--- config.mk ---
export PLATFORM = sky130hd
export DESIGN_NAME = sys_weight_reader_flat
export DESIGN_NICKNAME = d
export VERILOG_FILES = /design/src/rtl/sys_pkg.sv /design/src/rtl/sys_weight_reader_if.sv /design/src/rtl/sys_skew_mux.sv /design/src/rtl/sys_weight_reader.sv /design/src/flat_wrapper.sv
export SDC_FILE = /design/constraint.sdc
export NUM_CORES = 1
export LEC_CHECK = 0
export CORE_MARGIN = 1
export CORE_UTILIZATION = 56
export DETAILED_ROUTE_END_ITERATION = 16
export PLACE_DENSITY = 0.8
export RECOVER_POWER = 50
export SYNTH_ARGS = -nofsm -noshare
export SYNTH_HDL_FRONTEND = slang
export SYNTH_SLANG_ARGS = --single-unit
--- constraint.sdc ---
create_clock -name clk -period 2.5 [get_ports clk]
set_input_delay 0.5 -clock clk [delete_from_list [all_inputs] [get_ports clk]]
set_output_delay 0.5 -clock clk [all_outputs]
set_load 0.02 [all_outputs]
--- src/rtl/sys_pkg.sv ---
// -----------------------------------------------------------------------------
// sys_pkg
// Shared constants and types for the systolic weight reader.
//   N            : systolic array dimension (only 3 is supported)
//   BEATS        : beats per matrix on the skewed column feed (2N-1)
//   FETCH_CYCLES : FETCH length: N*N read strobes plus one drain cycle
//   K_W / T_W    : widths of the fetch counter k and beat counter t
//   state_e      : reader FSM states
// -----------------------------------------------------------------------------
package sys_pkg;

  localparam int N            = 3;
  localparam int BEATS        = 2 * N - 1;
  localparam int FETCH_CYCLES = N * N + 1;
  localparam int K_W          = $clog2(FETCH_CYCLES);
  localparam int T_W          = $clog2(BEATS);

  typedef enum logic [1:0] {
    IDLE,
    FETCH,
    STREAM,
    DONE
  } state_e;

endpackage : sys_pkg

--- src/rtl/sys_weight_reader_if.sv ---
// -----------------------------------------------------------------------------
// sys_weight_reader_if
// Groups the request, weight-RAM and column-feed signals of the reader.
//   start/base_addr      : load request and RAM address of b11
//   ram_addr/ram_re/ram_q: weight-RAM read port (data one cycle after strobe)
//   col0..col2/out_valid/out_ready : skewed column feed with handshake
//   busy/done            : status
//   csum                 : only present when SYS_RD_CHECKSUM_EN is defined
// Modports: master = the reader, slave = its environment.
// -----------------------------------------------------------------------------
interface sys_weight_reader_if #(
  parameter int DATA_W = 8,
  parameter int ADDR_W = 6
);

  logic              start;
  logic [ADDR_W-1:0] base_addr;
  logic [ADDR_W-1:0] ram_addr;
  logic              ram_re;
  logic [DATA_W-1:0] ram_q;
  logic [DATA_W-1:0] col0;
  logic [DATA_W-1:0] col1;
  logic [DATA_W-1:0] col2;
  logic              out_valid;
  logic              out_ready;
  logic              busy;
  logic              done;
`ifdef SYS_RD_CHECKSUM_EN
  logic [DATA_W-1:0] csum;
`endif

  modport master (
    input  start, base_addr, ram_q, out_ready,
    output ram_addr, ram_re, col0, col1, col2, out_valid, busy, done
`ifdef SYS_RD_CHECKSUM_EN
    , output csum
`endif
  );

  modport slave (
    output start, base_addr, ram_q, out_ready,
    input  ram_addr, ram_re, col0, col1, col2, out_valid, busy, done
`ifdef SYS_RD_CHECKSUM_EN
    , input csum
`endif
  );

endinterface : sys_weight_reader_if

--- src/rtl/sys_skew_mux.sv ---
// -----------------------------------------------------------------------------
// sys_skew_mux
// Combinational skew network: column j shows w[t-j][j] while 0 <= t-j <= N-1,
// otherwise 0, so each column's diagonal starts one beat after its neighbour.
//   w_i    : N*N weights, row-major (w_i[r*N+c] = w[r][c])
//   t_i    : beat index 0..2N-2
//   col*_o : column feeds 0..2
// -----------------------------------------------------------------------------
module sys_skew_mux
  import sys_pkg::*;
#(
  parameter int DATA_W = 8
) (
  input  logic [N*N-1:0][DATA_W-1:0] w_i,
  input  logic [T_W-1:0]             t_i,
  output logic [DATA_W-1:0]          col0_o,
  output logic [DATA_W-1:0]          col1_o,
  output logic [DATA_W-1:0]          col2_o
);

  logic [N-1:0][DATA_W-1:0] col;

  // NOTE: every always_comb output gets a default first so no path can
  // leave it unassigned and infer a latch.
  always_comb begin
    col = '0;
    for (int j = 0; j < N; j++) begin
      for (int r = 0; r < N; r++) begin
        // Row r of column j is presented on beat t = r + j.
        if (int'(t_i) == r + j) col[j] = w_i[r*N + j];
      end
    end
  end

  assign col0_o = col[0];
  assign col1_o = col[1];
  assign col2_o = col[2];

endmodule : sys_skew_mux

--- src/rtl/sys_weight_reader.sv ---
// -----------------------------------------------------------------------------
// sys_weight_reader
// Fetches one 3x3 weight matrix (row-major at base_addr..base_addr+8, address
// wrapping mod 2^ADDR_W) from a one-cycle-latency RAM, then streams it to the
// systolic array as 5 skewed beats under a valid/ready handshake.
//   clk   : rising-edge clock
//   rst_n : asynchronous active-low reset
//   bus   : sys_weight_reader_if.master (request, RAM port, column feed)
// Optional feature: define SYS_RD_CHECKSUM_EN to add bus.csum, the modulo
// 2^DATA_W sum of the nine captured weights.
// Timing: start seen -> FETCH k=0..9 (reads on k=0..8, capture on k=1..9)
// -> STREAM t=0..4 -> DONE (one-cycle done) -> IDLE.
// -----------------------------------------------------------------------------
module sys_weight_reader
  import sys_pkg::state_e, sys_pkg::IDLE, sys_pkg::FETCH, sys_pkg::STREAM,
         sys_pkg::DONE, sys_pkg::BEATS, sys_pkg::K_W, sys_pkg::T_W;
#(
  parameter int DATA_W = 8,
  parameter int ADDR_W = 6,
  parameter int N      = 3   // only 3 is supported
) (
  input logic                 clk,
  input logic                 rst_n,
  sys_weight_reader_if.master bus
);

  localparam int NUM_W = N * N;

  state_e                     state_q, state_d;
  logic [K_W-1:0]             k_q, k_d;
  logic [T_W-1:0]             t_q, t_d;
  logic [ADDR_W-1:0]          base_q, base_d;
  logic [NUM_W-1:0][DATA_W-1:0] w_q, w_d;

  logic              ram_re;
  logic [ADDR_W-1:0] ram_addr;
  logic              out_valid;
  logic              done;
  logic [DATA_W-1:0] mux_col0, mux_col1, mux_col2;

  // ---------------------------------------------------------------------------
  // Next-state and output logic
  // ---------------------------------------------------------------------------
  always_comb begin
    state_d   = state_q;
    k_d       = k_q;
    t_d       = t_q;
    base_d    = base_q;
    w_d       = w_q;
    ram_re    = 1'b0;
    ram_addr  = '0;
    out_valid = 1'b0;
    done      = 1'b0;

    unique case (state_q)
      IDLE: begin
        if (bus.start) begin
          state_d = FETCH;
          k_d     = '0;
          base_d  = bus.base_addr;
        end
      end

      FETCH: begin
        if (k_q < K_W'(NUM_W)) begin
          ram_re   = 1'b1;
          ram_addr = base_q + ADDR_W'(k_q);
        end
        // RAM data trails its strobe by one cycle, so cycle k holds word k-1.
        if (k_q != '0) w_d[k_q - 1'b1] = bus.ram_q;
        if (k_q == K_W'(NUM_W)) begin
          state_d = STREAM;
          t_d     = '0;
        end else begin
          k_d = k_q + 1'b1;
        end
      end

      STREAM: begin
        out_valid = 1'b1;
        if (bus.out_ready) begin
          if (t_q == T_W'(BEATS - 1)) state_d = DONE;
          else                        t_d     = t_q + 1'b1;
        end
      end

      DONE: begin
        done    = 1'b1;
        state_d = IDLE;
      end

      default: state_d = IDLE;
    endcase
  end

  // ---------------------------------------------------------------------------
  // State registers
  // ---------------------------------------------------------------------------
  // NOTE: sequential state uses non-blocking assignments so every register
  // samples pre-edge values regardless of process evaluation order.
  always_ff @(posedge clk or negedge rst_n) begin
    if (!rst_n) begin
      state_q <= IDLE;
      k_q     <= '0;
      t_q     <= '0;
      base_q  <= '0;
      // NOTE: the weight store is nine flops, not a RAM macro, so resetting
      // it is cheap and keeps csum and the column feed clean after reset.
      w_q     <= '0;
    end else begin
      state_q <= state_d;
      k_q     <= k_d;
      t_q     <= t_d;
      base_q  <= base_d;
      w_q     <= w_d;
    end
  end

  // ---------------------------------------------------------------------------
  // Skewed column feed, forced to zero whenever no beat is offered
  // ---------------------------------------------------------------------------
  sys_skew_mux #(
    .DATA_W (DATA_W)
  ) u_skew_mux (
    .w_i    (w_q),
    .t_i    (t_q),
    .col0_o (mux_col0),
    .col1_o (mux_col1),
    .col2_o (mux_col2)
  );

  assign bus.col0      = out_valid ? mux_col0 : '0;
  assign bus.col1      = out_valid ? mux_col1 : '0;
  assign bus.col2      = out_valid ? mux_col2 : '0;
  assign bus.out_valid = out_valid;
  assign bus.ram_re    = ram_re;
  assign bus.ram_addr  = ram_addr;
  assign bus.done      = done;
  assign bus.busy      = (state_q != IDLE);

`ifdef SYS_RD_CHECKSUM_EN
  // Sum of the weight store; complete from STREAM entry until the next
  // FETCH starts overwriting it.
  logic [DATA_W-1:0] csum;

  always_comb begin
    csum = '0;
    for (int i = 0; i < NUM_W; i++) csum = csum + w_q[i];
  end

  assign bus.csum = csum;
`endif

endmodule : sys_weight_reader

--- src/flat_wrapper.sv ---
// flat-port wrapper written by rule: the top's interface ports become plain ports
module sys_weight_reader_flat import sys_pkg::state_e, sys_pkg::IDLE, sys_pkg::FETCH, sys_pkg::STREAM,
         sys_pkg::DONE, sys_pkg::BEATS, sys_pkg::K_W, sys_pkg::T_W;
#(
  parameter int DATA_W = 8,
  parameter int ADDR_W = 6,
  parameter int N      = 3                         
)
  (clk, rst_n, bus_start, bus_base_addr, bus_ram_q, bus_out_ready, bus_ram_addr, bus_ram_re, bus_col0, bus_col1, bus_col2, bus_out_valid, bus_busy, bus_done);
  sys_weight_reader_if #(.DATA_W(DATA_W), .ADDR_W(ADDR_W)) bus_i ();
  input logic clk;
  input logic rst_n;
  input wire logic [$bits(bus_i.start)-1:0] bus_start;
  input wire logic [$bits(bus_i.base_addr)-1:0] bus_base_addr;
  input wire logic [$bits(bus_i.ram_q)-1:0] bus_ram_q;
  input wire logic [$bits(bus_i.out_ready)-1:0] bus_out_ready;
  output wire logic [$bits(bus_i.ram_addr)-1:0] bus_ram_addr;
  output wire logic [$bits(bus_i.ram_re)-1:0] bus_ram_re;
  output wire logic [$bits(bus_i.col0)-1:0] bus_col0;
  output wire logic [$bits(bus_i.col1)-1:0] bus_col1;
  output wire logic [$bits(bus_i.col2)-1:0] bus_col2;
  output wire logic [$bits(bus_i.out_valid)-1:0] bus_out_valid;
  output wire logic [$bits(bus_i.busy)-1:0] bus_busy;
  output wire logic [$bits(bus_i.done)-1:0] bus_done;
  assign bus_i.start = bus_start;
  assign bus_i.base_addr = bus_base_addr;
  assign bus_i.ram_q = bus_ram_q;
  assign bus_i.out_ready = bus_out_ready;
  assign bus_ram_addr = bus_i.ram_addr;
  assign bus_ram_re = bus_i.ram_re;
  assign bus_col0 = bus_i.col0;
  assign bus_col1 = bus_i.col1;
  assign bus_col2 = bus_i.col2;
  assign bus_out_valid = bus_i.out_valid;
  assign bus_busy = bus_i.busy;
  assign bus_done = bus_i.done;
  sys_weight_reader #(.DATA_W(DATA_W), .ADDR_W(ADDR_W), .N(N)) u_core (.clk(clk), .rst_n(rst_n), .bus(bus_i));
endmodule
Word level (Yosys, flattened, before mapping)
Cells that the tools add are included.
- add/subtract/negate cells: 4
- $lt $le $gt $ge: 3
- equality and inequality tests: 15
- mux-type cells: 33
- reduce and logical (&&, ||, !) cells: 12
- operator list (kind ; number):
    2-to-1 mux 8 bit ; 13
    bitwise mux 72 bit ; 1
    demux 8 bit (select 4 bit) ; 1
    == test 3 bit (second input constant) ; 4
    2-to-1 mux 6 bit ; 2
    2-to-1 mux 3 bit ; 3
    2-to-1 mux 2 bit ; 4
    2-to-1 mux 4 bit ; 2
    inequality test 2 bit (second input constant) ; 4
    case mux 2 bit (4 select lines) ; 1
    case mux 4 bit (2 select lines) ; 1
    AND reduction 4 bit ; 2
    adder 6 x 4 -> 6 bit ; 1
    case mux 3 bit (2 select lines) ; 1
    nonzero test 2 bit ; 3
    < comparator 4 x 5 -> 1 bit (second input constant) ; 1
    adder 4 x 1 -> 4 bit (second input constant) ; 1
    == test 2 bit (second input constant) ; 2
    == test 4 bit (second input constant) ; 1
    >= comparator 4 x 1 -> 1 bit (second input constant) ; 1
    < comparator 4 bit (second input constant) ; 1
    2-to-1 mux 1 bit ; 4
    inequality test 2 x 1 -> 1 bit (second input constant) ; 2
    AND reduction 2 bit ; 2
    other kinds (9) ; 9
- flip-flop bits (word level): 87
- input bits: 18
- output and inout port bits: 34
- logic and storage cells: 80

Logic depth before layout (Yosys ltp)
- depth in word-level cells: 6
- mapped depth: 8
- mapped depth without buffers: 6

Hierarchy
A second synthesis with hierarchy kept.
- cells, all modules: 400
- area, all modules: 4858.4 µm²
- modules (own cells, without submodules) (module ; times used ; cells an instance ; area each (µm²)):
    sys_weight_reader ; 1 ; 321 ; 4212.8
    sys_skew_mux ; 1 ; 79 ; 645.6

Worst setup path before layout
No wires, ideal clock.
- path kind: register -> output
- start point: register u_core.t_q[0]
- end point: output port bus_col2[3]
- arrival: 1.938 ns
- required time: 2.000 ns
- setup slack: 0.062 ns
- cell stages (with the launch flop): 8
- buffers on the path: 2
- path through: dfrtp_1 -> ha_1 -> ha_1 -> clkbuf_1 -> clkbuf_1 -> nor3b_1 -> a21oi_1 -> a211oi_1
- cells in the longest elaborated chain, start to end: 5
- elaborated cells between the ends (all ways): 7
- ends and longest elaborated chain (element ; RTL line ; text):
    start, declared ; sys_weight_reader.sv:31 ; logic [T_W-1:0] t_q, t_d;
    start signal, assigned ; sys_weight_reader.sv:113 ; t_q <= t_d;
    == test 3 bit ; sys_skew_mux.sv:30 ; if (int'(t_i) == r + j) col[j] = w_i[r*N + j];
    2-to-1 mux 8 bit (2 in series) ; sys_skew_mux.sv:30 ;
    2-to-1 mux 8 bit * ; sys_skew_mux.sv:30 ;
    2-to-1 mux 8 bit * ; sys_weight_reader.sv:134 ; assign bus.col2 = out_valid ? mux_col2 : '0;
    end, declared ; flat_wrapper.sv:21 ; output wire logic [$bits(bus_i.col2)-1:0] bus_col2;
Mark *: on every way between the ends. The rest lies on a longest branch, timed or not.

Final worst setup path
- start point: register u_core.t_q[0]
- end point: output port bus_col2[0]
Same word-level chain as after synthesis.

==> out/results.ini <==
[timing]
period_share=1.02
period_minus_slack_ns=2.55
slew_headroom=0.208
setup_viol=5
rsz0062_at_grt=yes
setup_tns_ns=-0.182
skew_ns=0.0165
final_max_slew_viol_count=0
hold_viol=0
worstMarginPinSlew_ns=1.19
fmax_mhz=392
layout_setup_ws_ns=-0.0542

[global_route]
antenna_found_initial=0
grt_use_total=0.279
grt_max_degree=40
grt_overflow=0
grt_pass1_vias=3657
grt_pass1_wl_mm=18.2

[clocking]
htreeDepth=3
cts_sinks=87
cts_root_buf=clkbuf_8
cts_buffer_depth=2
cts_buffers=9
clk_latency_ns=0.36
cts_tree=done
holdBufCountCts=0
clk_pin_slew_ns=0.10

[run]
maxCapViolCount=0

[floorplanning]
die-height_um=91.9
dieArea_um2=8450
core_area_um2=7770
ioPinCount=52
die_w_um=91.9
start_util=0.583
fp-row-count=32

[logic_synthesis]
synthXorXnorAreaFrac=0.00773
synth_compound_area_frac=0.122
yosysMostFrequentCell=dfrtp_1
synthAdderAreaFrac=0.0569
synth_common_cells=87 x dfrtp_1, 76 x mux2_2, 33 x nor2_1
syn_inst=398
syn_area_um2=4530
ys_types=38
synth.area.top_cells=dfrtp_1 48%, mux2_2 19%, ha_1 5.2%
yosys.area_share.simple=0.111
synth_area_leader_cell=dfrtp_1
synth_seq_cells=87
ys.flop_type=dfrtp_1
synthMuxAreaShare=0.196
synth_top_family_by_area=multiplexers
ys_seq_area_frac=0.481
yosysWarnings=0
synth_edf_count=0
synth.avg_cell_area_um2=11.4
async_flop_share=1.00
synth_top_area_share=0.481
synthesis.nets=436

[hold_path]
hp-class=in2async

[layout]
drive_above_1_share=0.462
fillers=516
syn2layout_area_growth_pct=29.9
diodes=0
final_nets=526

[detailed_routing]
vias=3520
detail_route.wl_per_cell_um=19.0
drt-total-wl_mm=11.3
drtAntennaViolNets=0
drt_iter0_markers=166
drc=0
vias_per_cell=5.92
firstDrtPassIters=4

[critical_path]
r2r_slack_ns=0.17
crit_start=u_core.t_q[0]
setup.worst_path.class=reg2out
worstRegToRegCells=6
worstSetupStartpointType=flip-flop
r2r_end=u_core.w_q[69]
end_kind=primary output
crit-reg2reg-launch=u_core.k_q[1]
critPathArrivalTime_ns=2.05
cp_data_required_time_ns=2.00
endpoint=bus_col2[0]
path_max_fanout=6

[run_status]
violations=negative setup slack
outcome=finished, violations left

[power]
total_power_uw=6340
power_density_nw_per_um2=1080
p_leak_uw=0.00269
max-vdd-ir-drop_mv=0.464

[placement]
dpl.hpwl_mm=7.41
gp_congestion=0.830
portBuffers=51

[sequential cells by signal (all words and copies together), names as in the netlist]
register,count
u_core.base_q,6
u_core.k_q,4
u_core.state_q,2
u_core.t_q,3
u_core.w_q,72
[final cells by class]
type | count | area [um^2] | area share
multi-input combinational | 281 | 2490 | 0.423
sequential | 87 | 2180 | 0.370
timing repair buffer | 97 | 806 | 0.137
clock buffer | 10 | 138 | 0.0234
tap | 102 | 128 | 0.0217
clock inverter | 6 | 97.6 | 0.0166
inverter | 12 | 47.5 | 0.00808
[critical path: stages (launching register included)]
cell and delay (ns):
dfrtp_1 0.43, buf_6 0.14, ha_4 0.15, ha_4 0.18, buf_12 0.14, nor3b_2 0.17
a21oi_2 0.05, a211oi_2 0.23, buf_4 0.19
[how the worst min path moves through the flow]
stage	slack [ns]	to	start
5_1_grt	0.37	u_core.w_q[48]	rst_n
3_5_place_dp	0.48	u_core.w_q[5]	u_core.w_q[5]
3_3_place_gp	0.47	u_core.w_q[1]	u_core.w_q[1]
4_1_cts	0.12	u_core.w_q[48]	rst_n
2_1_floorplan	0.20	u_core.base_q[0]	rst_n
6_report	0.30	u_core.w_q[64]	rst_n
[cells by family (layout without fill, tap and decap cells)]
logic type,after synthesis,count (layout)
AO/OA/AOI/OAI,80,80
XOR/XNOR,4,4
adder cells (fa/ha/maj),20,20
buffers and inverters,30,125
flip-flops,87,87
multiplexers,79,79
AND/OR/NAND/NOR,98,98
[per-stage QoR]
stage | instance area [um^2] | std cells | setup WS (ns) | utilization | hold slack, ns
finish | 5890 | 595 | -0.0542 | 0.758 | 0.300
global route | 5890 | 595 | -0.124 | 0.758 | 0.366
CTS | 5720 | 591 | -0.0474 | 0.736 | 0.124
detailed placement | 5380 | 568 | -0.226 | 0.693 | 0.484
global placement | 5380 | 568 | -0.247 | 0.693 | 0.470
floorplan | 4530 | 398 | 0.0616 | - | 0.204
[where the power goes]
group / leakage, uW / switching [uW] / internal [uW]
Clock: 0.000119 / 540 / 606
Sequential: 0.00115 / 336 / 1940
Combinational: 0.00143 / 1490 / 1430
[cells in the final DEF (no fill, tap or decap), drive strengths merged]
cell	count
dfrtp	87
mux2	79
buf	69
nor2	41
a21oi	30
nand2	20
clkdlybuf4s50	19
ha	19
clkbuf	18
inv	14
nand3b	10
a22oi	10
a22o	9
o21ai	9
a211oi	9
nor3b	8
a21o	5
nand3	4
nor2b	4
xor2	3
and3	3
o221ai	3
a32oi	2
and3b	2
nor3	2
bufinv	2
clkinv	2
nand2b	1
xnor2	1
or3	1
nand4	1
o22ai	1
or4	1
a211o	1
o32a	1
fa	1
dlymetal6s4s	1
[routing by layer]
layer	up-vias	wire length (um)	track usage
met5	-	0	0
met4	0	259	0.126
met3	23	456	0.0464
met2	99	5640	0.461
met1	1789	4960	0.361
li1	1609	-	-
[what timing repair did]
action | 4_1_cts | 5_1_grt
gates cloned | 0 | 1
setup buffers | 7 | 3
pin swaps | 10 | 16
setup endpoints to repair | 31 | 31
resized for setup | 153 | 61
No activity file was read; power rests on OpenSTA's default activity.
